<file path="src/rtl/dt_pkg.sv">
// Shared constants, state and phase encodings for the distance-transform sequencer.
package dt_pkg;

   localparam int DT_IMG_W  = 128;
   localparam int DT_IMG_H  = 128;
   localparam int DT_STI_W  = 16;
   localparam int DT_ADDR_W = 14;
   localparam int DT_STI_AW = 10;

   typedef enum logic [2:0] {
      S_IDLE,
      S_LD_RD,
      S_LD_WR,
      S_FWD,
      S_BWD,
      S_FIN
   } state_t;

   typedef enum logic [1:0] {
      PH_IDLE = 2'd0,
      PH_LOAD = 2'd1,
      PH_FWD  = 2'd2,
      PH_BWD  = 2'd3
   } phase_t;

   function automatic phase_t phase_of(input state_t s);
      case (s)
         S_LD_RD, S_LD_WR: phase_of = PH_LOAD;
         S_FWD:            phase_of = PH_FWD;
         S_BWD:            phase_of = PH_BWD;
         default:          phase_of = PH_IDLE;
      endcase
   endfunction

endpackage

</file>
<file path="src/rtl/dt_pass_ctrl_if.sv">
// Result-memory request bundle of one pass engine plus its hold line from the sequencer.
interface dt_eng_if;
   import dt_pkg::*;

   logic                 rst;
   logic [DT_ADDR_W-1:0] addr;
   logic [7:0]           wdat;
   logic                 rd;
   logic                 wr;
   logic                 done;

   modport master (input rst, output addr, wdat, rd, wr, done);
   modport slave  (output rst, input addr, wdat, rd, wr, done);
endinterface

</file>
<file path="src/rtl/dt_load_unpack.sv">
// Unpacks 1-bit/pixel sti words into one 8-bit result write per cycle.
// DT_LOAD_PREFETCH_EN: issue the next word read on the last bit of the current word.
module dt_load_unpack #(
   parameter int STI_W  = 16,
   parameter int STI_AW = 10,
   parameter int ADDR_W = 14,
   parameter int WORDS  = 1024
) (
   input  logic              clk,
   input  logic              reset,
   input  logic              clr_i,
   input  logic              rd_st_i,
   input  logic              wr_st_i,
   input  logic [STI_W-1:0]  sti_di_i,
   output logic              sti_rd_o,
   output logic [STI_AW-1:0] sti_addr_o,
   output logic              ld_wr_o,
   output logic [ADDR_W-1:0] ld_addr_o,
   output logic [7:0]        ld_dat_o,
   output logic              word_end_o,
   output logic              last_o
);
   localparam int BW = $clog2(STI_W);
   localparam logic [BW-1:0]     BIT_LAST  = BW'(STI_W - 1);
   localparam logic [STI_AW-1:0] WORD_LAST = STI_AW'(WORDS - 1);

   logic [STI_AW-1:0] word_cnt_q, word_cnt_d;
   logic [BW-1:0]     bit_cnt_q, bit_cnt_d;
   logic [STI_W-1:0]  word_reg_q, word_reg_d;
   logic [BW-1:0]     pix_idx;
   logic              pix;

   always_comb begin
      word_end_o = wr_st_i && (bit_cnt_q == BIT_LAST);
      last_o     = word_end_o && (word_cnt_q == WORD_LAST);
      pix_idx    = BIT_LAST - bit_cnt_q;
      // Bit 0 of a word is taken straight from the ROM bus; it lands in word_reg this cycle.
      pix        = (bit_cnt_q == '0) ? sti_di_i[STI_W-1] : word_reg_q[pix_idx];

      ld_wr_o    = wr_st_i;
      ld_addr_o  = wr_st_i ? {word_cnt_q, bit_cnt_q} : '0;
      ld_dat_o   = {7'd0, wr_st_i & pix};
      sti_rd_o   = rd_st_i;
      sti_addr_o = rd_st_i ? word_cnt_q : '0;
`ifdef DT_LOAD_PREFETCH_EN
      if (word_end_o && !last_o) begin
         sti_rd_o   = 1'b1;
         sti_addr_o = word_cnt_q + 1'b1;
      end
`endif

      word_cnt_d = word_cnt_q;
      bit_cnt_d  = bit_cnt_q;
      word_reg_d = word_reg_q;
      if (clr_i) begin
         word_cnt_d = '0;
         bit_cnt_d  = '0;
      end else if (wr_st_i) begin
         bit_cnt_d = bit_cnt_q + 1'b1;
         if (bit_cnt_q == '0) word_reg_d = sti_di_i;
         if (word_end_o && !last_o) word_cnt_d = word_cnt_q + 1'b1;
      end
   end

   always_ff @(posedge clk) begin
      if (reset) begin
         word_cnt_q <= '0;
         bit_cnt_q  <= '0;
         word_reg_q <= '0;
      end else begin
         word_cnt_q <= word_cnt_d;
         bit_cnt_q  <= bit_cnt_d;
         word_reg_q <= word_reg_d;
      end
   end
endmodule

</file>
<file path="src/rtl/dt_pass_ctrl.sv">
// Sequencer: load sti image, run forward then backward pass, raise done; owns the result port.
// DT_LOAD_PREFETCH_EN selects the 16-cycle/word loader (LD_RD visited once per run).
module dt_pass_ctrl
   import dt_pkg::*;
#(
   parameter int IMG_W  = DT_IMG_W,
   parameter int IMG_H  = DT_IMG_H,
   parameter int STI_W  = DT_STI_W,
   parameter int ADDR_W = DT_ADDR_W,
   parameter int STI_AW = DT_STI_AW
) (
   input  logic              clk,
   input  logic              reset,
   input  logic              start,
   output logic              busy,
   output logic              done,
   output logic [1:0]        phase,
   output logic              sti_rd,
   output logic [STI_AW-1:0] sti_addr,
   input  logic [STI_W-1:0]  sti_di,
   output logic [ADDR_W-1:0] res_addr,
   output logic              res_rd,
   output logic              res_wr,
   output logic [7:0]        res_do,
   dt_eng_if.slave           fwd,
   dt_eng_if.slave           bwd
);
   state_t state_q, state_d;
   phase_t phase_q;
   logic   busy_q, done_q, fwd_rst_q, bwd_rst_q;
   logic   ld_clr, ld_wr, ld_word_end, ld_last;
   logic [ADDR_W-1:0] ld_addr;
   logic [7:0]        ld_dat;

   assign ld_clr = start && (state_q == S_IDLE || state_q == S_FIN);

   dt_load_unpack #(
      .STI_W (STI_W),
      .STI_AW(STI_AW),
      .ADDR_W(ADDR_W),
      .WORDS (IMG_W * IMG_H / STI_W)
   ) u_load (
      .clk       (clk),
      .reset     (reset),
      .clr_i     (ld_clr),
      .rd_st_i   (state_q == S_LD_RD),
      .wr_st_i   (state_q == S_LD_WR),
      .sti_di_i  (sti_di),
      .sti_rd_o  (sti_rd),
      .sti_addr_o(sti_addr),
      .ld_wr_o   (ld_wr),
      .ld_addr_o (ld_addr),
      .ld_dat_o  (ld_dat),
      .word_end_o(ld_word_end),
      .last_o    (ld_last)
   );

   always_comb begin
      state_d = state_q;
      case (state_q)
         S_IDLE, S_FIN: if (start) state_d = S_LD_RD;
         S_LD_RD:       state_d = S_LD_WR;
         S_LD_WR: begin
            if (ld_last) state_d = S_FWD;
`ifdef DT_LOAD_PREFETCH_EN
            else if (ld_word_end) state_d = S_LD_WR;
`else
            else if (ld_word_end) state_d = S_LD_RD;
`endif
         end
         S_FWD:   if (fwd.done) state_d = S_BWD;
         S_BWD:   if (bwd.done) state_d = S_FIN;
         default: state_d = S_IDLE;
      endcase
   end

   // Status and hold outputs are registered from the next state so they align with state_q.
   always_ff @(posedge clk) begin
      if (reset) begin
         state_q   <= S_IDLE;
         phase_q   <= PH_IDLE;
         busy_q    <= 1'b0;
         done_q    <= 1'b0;
         fwd_rst_q <= 1'b1;
         bwd_rst_q <= 1'b1;
      end else begin
         state_q   <= state_d;
         phase_q   <= phase_of(state_d);
         busy_q    <= (state_d != S_IDLE) && (state_d != S_FIN);
         done_q    <= (state_d == S_FIN);
         fwd_rst_q <= (state_d != S_FWD);
         bwd_rst_q <= (state_d != S_BWD);
      end
   end

   assign busy    = busy_q;
   assign done    = done_q;
   assign phase   = phase_q;
   assign fwd.rst = fwd_rst_q;
   assign bwd.rst = bwd_rst_q;

   // Engines assume same-cycle memory, so the grant mux stays purely combinational.
   always_comb begin
      res_addr = '0;
      res_rd   = 1'b0;
      res_wr   = 1'b0;
      res_do   = '0;
      case (state_q)
         S_LD_WR: begin
            res_addr = ld_addr;
            res_wr   = ld_wr;
            res_do   = ld_dat;
         end
         S_FWD: begin
            res_addr = fwd.addr;
            res_rd   = fwd.rd;
            res_wr   = fwd.wr;
            res_do   = fwd.wdat;
         end
         S_BWD: begin
            res_addr = bwd.addr;
            res_rd   = bwd.rd;
            res_wr   = bwd.wr;
            res_do   = bwd.wdat;
         end
         default: ;
      endcase
   end
endmodule

</file>
<file path="src/flat_wrapper.sv">
// flat-port wrapper written by rule: the top's interface ports become plain ports
module dt_pass_ctrl_flat import dt_pkg::*;
#(
   parameter int IMG_W  = DT_IMG_W,
   parameter int IMG_H  = DT_IMG_H,
   parameter int STI_W  = DT_STI_W,
   parameter int ADDR_W = DT_ADDR_W,
   parameter int STI_AW = DT_STI_AW
)
  (clk, reset, start, busy, done, phase, sti_rd, sti_addr, sti_di, res_addr, res_rd, res_wr, res_do, fwd_rst, fwd_addr, fwd_wdat, fwd_rd, fwd_wr, fwd_done, bwd_rst, bwd_addr, bwd_wdat, bwd_rd, bwd_wr, bwd_done);
  dt_eng_if fwd_i ();
  dt_eng_if bwd_i ();
  input  logic clk;
  input  logic reset;
  input  logic start;
  output logic busy;
  output logic done;
  output logic [1:0] phase;
  output logic sti_rd;
  output logic [STI_AW-1:0] sti_addr;
  input  logic [STI_W-1:0] sti_di;
  output logic [ADDR_W-1:0] res_addr;
  output logic res_rd;
  output logic res_wr;
  output logic [7:0] res_do;
  output wire logic [$bits(fwd_i.rst)-1:0] fwd_rst;
  input wire logic [$bits(fwd_i.addr)-1:0] fwd_addr;
  input wire logic [$bits(fwd_i.wdat)-1:0] fwd_wdat;
  input wire logic [$bits(fwd_i.rd)-1:0] fwd_rd;
  input wire logic [$bits(fwd_i.wr)-1:0] fwd_wr;
  input wire logic [$bits(fwd_i.done)-1:0] fwd_done;
  output wire logic [$bits(bwd_i.rst)-1:0] bwd_rst;
  input wire logic [$bits(bwd_i.addr)-1:0] bwd_addr;
  input wire logic [$bits(bwd_i.wdat)-1:0] bwd_wdat;
  input wire logic [$bits(bwd_i.rd)-1:0] bwd_rd;
  input wire logic [$bits(bwd_i.wr)-1:0] bwd_wr;
  input wire logic [$bits(bwd_i.done)-1:0] bwd_done;
  assign fwd_rst = fwd_i.rst;
  assign fwd_i.addr = fwd_addr;
  assign fwd_i.wdat = fwd_wdat;
  assign fwd_i.rd = fwd_rd;
  assign fwd_i.wr = fwd_wr;
  assign fwd_i.done = fwd_done;
  assign bwd_rst = bwd_i.rst;
  assign bwd_i.addr = bwd_addr;
  assign bwd_i.wdat = bwd_wdat;
  assign bwd_i.rd = bwd_rd;
  assign bwd_i.wr = bwd_wr;
  assign bwd_i.done = bwd_done;
  dt_pass_ctrl #(.IMG_W(IMG_W), .IMG_H(IMG_H), .STI_W(STI_W), .ADDR_W(ADDR_W), .STI_AW(STI_AW)) u_core (.clk(clk), .reset(reset), .start(start), .busy(busy), .done(done), .phase(phase), .sti_rd(sti_rd), .sti_addr(sti_addr), .sti_di(sti_di), .res_addr(res_addr), .res_rd(res_rd), .res_wr(res_wr), .res_do(res_do), .fwd(fwd_i), .bwd(bwd_i));
endmodule
</file>
<file path="config.mk">
export PLATFORM = sky130hd
export DESIGN_NAME = dt_pass_ctrl_flat
export DESIGN_NICKNAME = d
export VERILOG_FILES = /design/src/rtl/dt_pkg.sv /design/src/rtl/dt_pass_ctrl_if.sv /design/src/rtl/dt_load_unpack.sv /design/src/rtl/dt_pass_ctrl.sv /design/src/flat_wrapper.sv
export SDC_FILE = /design/constraint.sdc
export NUM_CORES = 1
export LEC_CHECK = 0
export CAP_MARGIN = 20
export CORE_MARGIN = 5
export CORE_UTILIZATION = 37
export CTS_CLUSTER_DIAMETER = 60
export DETAILED_ROUTE_END_ITERATION = 6
export PLACE_DENSITY = 0.87
export SKIP_CTS_REPAIR_TIMING = 1
export SLEW_MARGIN = 0
export SYNTH_ARGS = -nofsm -noshare
export SYNTH_HDL_FRONTEND = slang
export SYNTH_SLANG_ARGS = --single-unit
</file>
<file path="constraint.sdc">
create_clock -name clk -period 1.9 [get_ports clk]
set_input_delay 0.38 -clock clk [delete_from_list [all_inputs] [get_ports clk]]
set_output_delay 0.38 -clock clk [all_outputs]
set_load 0.02 [all_outputs]
</file>
# Word-level counts from Yosys, hierarchy flattened
# Cells that the tools add are included.
# op_classes
addsub	3
magnitude_cmp	1
n_eq_ne	15
n_mux	15
bitwise_logic	2
reduce_logical	15
# ops
op	n
14-bit one-hot mux with 3 select lines	1
8-bit one-hot mux with 3 select lines	1
3-bit two-way mux	5
3-bit one-hot mux with 5 select lines	1
3-bit by 2-bit equality test with 1-bit output (second input constant)	4
3-bit equality test (second input constant)	4
10-bit by 1-bit adder with 10-bit output (second input constant)	1
10-bit equality test (second input constant)	1
10-bit two-way mux	1
3-bit by 1-bit equality test with 1-bit output (second input constant)	2
3-bit != test (second input constant)	2
2-bit one-hot mux with 3 select lines	1
2-bit OR reduction	3
1-bit logical AND	5
4-bit by 5-bit < comparator with 1-bit output (second input constant)	1
4-bit by 1-bit adder with 4-bit output (second input constant)	1
1-bit binary-select mux with 4-bit select	1
4-bit equality test (second input constant)	1
4-bit logical NOT	1
4-bit subtractor (first input constant)	1
3-bit logical NOT	1
3-bit by 2-bit != test with 1-bit output (second input constant)	1
1-bit one-hot mux with 3 select lines	1
3-bit AND reduction	1
8 further kinds	9
# word_totals
register_bits	39
wordCells	60

# Depth between registers and ports, before layout
# depth
ltp_word	8
ltp_mapped	8
ltp_nobuf	6

# Modules after synthesis
# From an unflattened synthesis, not the netlist that was laid out.
# unflattened
hier_cells	306
area_unflattened_um2	2551.2
# modules_own_cells
module	instances	cells_per_inst	area_per_inst_um2
dt_load_unpack	1	182	1652.8
dt_pass_ctrl	1	124	898.4

# Worst setup path before layout
# Ideal clock, no wire load.
# synth_path
path_kind	register to output
from	register u_core.state_q[2]
to	output res_addr[9]
arrival_time_ps	1733
slack_ps	-213
path_stages_with_launch	6
n_path_buf	2
path_cell_list	dfxtp_1 and2b_1 clkbuf_1 clkbuf_1 a22oi_1 o21ai_0
# synth_via
elab_chain_cells	2
elab_cells_between_ends	4
# synth_rtl
element	line	rtl
start, declared	dt_pass_ctrl.sv:28	state_t state_q, state_d;
start signal, assigned	dt_pass_ctrl.sv:87	state_q <= state_d;
3-bit equality test (tied with other cells)	dt_pass_ctrl.sv:108	case (state_q)
14-bit one-hot mux with 3 select lines (*)	dt_pass_ctrl.sv:108	
end, declared	flat_wrapper.sv:22	output logic [ADDR_W-1:0] res_addr;
# Mark *: on every way between the ends. The rest lies on a longest branch, timed or not.

# Worst setup path in the final report
# layout_path
from	register u_core.u_load.bit_cnt_q[0]
to	output res_do[0]
# layout_via
elab_chain_cells	6
elab_cells_between_ends	7
# layout_rtl
element	line	rtl
start, declared	dt_load_unpack.sv:28	logic [BW-1:0] bit_cnt_q, bit_cnt_d;
start signal, assigned	dt_load_unpack.sv:72	bit_cnt_q <= bit_cnt_d;
4-bit subtractor	dt_load_unpack.sv:36	pix_idx = BIT_LAST - bit_cnt_q;
1-bit binary-select mux with 4-bit select	dt_load_unpack.sv:38	pix = (bit_cnt_q == '0) ? sti_di_i[STI_W-1] : word_reg_q[pix_idx];
1-bit two-way mux (implied by the code)	dt_load_unpack.sv:38	
1-bit two-way mux (*)	dt_load_unpack.sv:38	
1-bit bitwise AND (*)	dt_load_unpack.sv:42	ld_dat_o = {7'd0, wr_st_i & pix};
8-bit one-hot mux with 3 select lines (*)	dt_pass_ctrl.sv:108	
end, declared	flat_wrapper.sv:25	output logic [7:0] res_do;
# Mark *: on every way between the ends. The rest lies on a longest branch, timed or not. The select of a mux whose other input is x is not followed.

==> impl_metrics.ini <==
[outcome]
status = complete, but fails checks
violations = setup timing

[setup_path]
startpoint_type = flip-flop
path_class = flip-flop to primary output
critPathRequiredTime_ns = 1.52
cp_num_buf_inv = 1
cpPeakStageDelay_ns = 0.53
crit_family = multiplexers
worstPathArrival_ns = 1.95
worstSetupEndpointType = primary output
path_cells = mux4_2 -> mux2i_1 -> nor2_1 -> a221oi_2 -> o31ai_2 -> buf_2
critical-path-slowest-cell = mux4_2
cp_max_fo = 3

[grt]
antenna_found_initial = 0
grt_pass1_wl_um = 11670
grt_overflow = 0
grt_max_degree = 24
grtUsageTotal = 0.1931
grt_pass1_vias = 2502

[final_layout]
final_common_cell = clkdlybuf4s50_1
areaGrowthSynthToFinish_pct = 92.20
diodes = 0
fill_cells = 397
drive_above_1_share = 0.4063
layout_common_cells = clkdlybuf4s50_1 (74), buf_6 (42), buf_4 (38)
nets = 488

[floorplan]
io_pins = 110
die_h_um = 87.61
core_area_sq_mm = 0.005886
fp.dieArea_sq_mm = 0.007675
num_rows = 28
start_util = 0.3786
die_x_um = 87.61

[drt]
drc_errors = 0
drt-total-wl_um = 9150
num_vias = 2675
ant_nets = 0
avgViaCountPerCell = 5.448
drt_pre_antenna_iters = 5
wire_per_inst_um = 18.64
drtIter0Drc = 181

[clock_network]
cts_tree = done
cts_root_buf = clkbuf_8
clock_latency_ns = 0.30
path_clk_slew_ns = 0.09
clock-sinks = 39
cts_made_buffers = 5
clk_path_buf_depth = 2
cts_htree_levels = 2

[logic_synthesis]
ys_types = 42
synth.ff_latch_count = 39
synth-edff-count = 0
syn_area_per_cell_sq_um = 8.377
syn_area_sq_mm = 0.002228
synth_top_area_share = 0.3504
yosysSeqAreaShare = 0.3504
syn_nets = 338
postSynthCellCount = 266
synthTopCellsByArea = dfxtp_1 (35%), mux2i_1 (8.1%), nor2_1 (6.1%), a22oi_1 (5.1%), nand2_1 (4.9%)
async_reset_ff_frac = 0
yosysWarnings = 0
synth_top_flop_cell = dfxtp_1
synth_largest_area_cell = dfxtp_1

[sta]
skew_ns = 0.01684
max-slew-margin-rel = 0.7574
fmax_mhz = 429.0
period_minus_slack_ns = 2.331
hold_viol_final = 0
worst_slack_ns = -0.4309
setup_viol = 42
drv_slew = 0
finalCritPeriodShare = 1.227
rsz0062_at_grt = true
worst_pin_slew_ns = 0.3629

[pwr]
power_mw = 2.132
power_density_mw_per_mm2 = 497.9
ir_drop_v = 0.0004586
p_leak_nw = 1.818

[placement]
dp_hpwl_um = 5856
pre_cts_slack_ns = -0.4736
portBuffers = 109
gp_congestion = 0.8407

[worst_hold_path]
hp-class = flip-flop to flip-flop

[job]
cap_violations = 0
tightest hold or removal path, cell delays in order (launching register included):
cell     delay [ns]
dfxtp_1        0.34
mux2i_1        0.07
nor2_1         0.07
state kept, by name, summed over array words and instances, names as in the netlist:
register	flops
u_core.phase	2
u_core.u_load.bit_cnt_q	4
u_core.fwd.rst	1
u_core.bwd.rst	1
u_core.done	1
u_core.u_load.word_cnt_q	10
u_core.state_q	3
u_core.busy	1
u_core.u_load.word_reg_q	16
kinds of logic after synthesis:
group	count (synthesis)	share of synthesized area
flops	39	0.3504
buf+inv	26	0.05559
xor+xnor	11	0.04323
simple gates	109	0.2420
compound gates	56	0.1707
fa+ha+maj	3	0.01685
mux	22	0.1213
layout make-up:
cell class,count,area (sq um),area share
inverters,3,11.26,0.002629
multi-input cells,201,1625,0.3795
repair buffers,166,1649,0.3850
clock inverters,2,37.54,0.008764
well taps,75,93.84,0.02191
clock buffers,5,68.82,0.01607
flip-flops and latches,39,797.0,0.1861
through the flow:
stage	utilization	hold WS (ns)	TNS, ns	std cells	cell area, sq um
3_5_place_dp	0.6161	0.4902	-10.17	462	3626
2_1_floorplan	-	0.4578	-0.04468	266	2290
5_1_grt	0.7277	0.5423	-6.709	491	4283
4_1_cts	0.6341	0.5087	-22.85	469	3732
6_report	0.7277	0.5118	-4.144	491	4283
3_3_place_gp	0.6161	0.4765	-8.414	462	3626
path summary, 6_finish.rpt:
path | start | to | slack, ns | cells past startpoint
hold reg to reg | u_core.u_load.word_reg_q[5] | u_core.u_load.word_reg_q[5] | 0.51 | 2
hold / removal | u_core.u_load.word_reg_q[5] | u_core.u_load.word_reg_q[5] | 0.51 | 2
setup / recovery | u_core.u_load.bit_cnt_q[0] | res_do[0] | -0.43 | 6
setup reg to reg | u_core.state_q[1] | u_core.u_load.word_reg_q[1] | -0.09 | 5
synthesized netlist by cell type, types with 2 or more instances:
cell type,n
mux4_2,4
nor4_1,2
nand4_1,4
ha_1,3
nand2b_1,2
a21oi_1,7
a22oi_1,15
nand3_1,6
and2_1,11
dfxtp_1,39
xnor2_1,6
a211oi_1,2
o21ai_0,17
buf_2,2
a22o_1,9
mux2i_1,18
inv_1,3
clkbuf_1,19
nor3b_1,3
nand2_1,29
nor3_1,4
nor2_1,36
and3_1,2
xor2_1,5
where the power goes:
part           switching [mW]  internal [mW]
logic                   0.248          0.330
registers              0.0225          0.847
clock network           0.301          0.384
routing by layer:
metal / vias up / wire length [um] / global-route usage
met2: 131 / 4607 / 0.3342
met4: 0 / 169 / 0.07810
li1: 1239 / - / -
met5: - / 0 / 0
met1: 1287 / 3597 / 0.2289
met3: 18 / 775 / 0.04610
No activity file was read; power rests on OpenSTA's default activity.
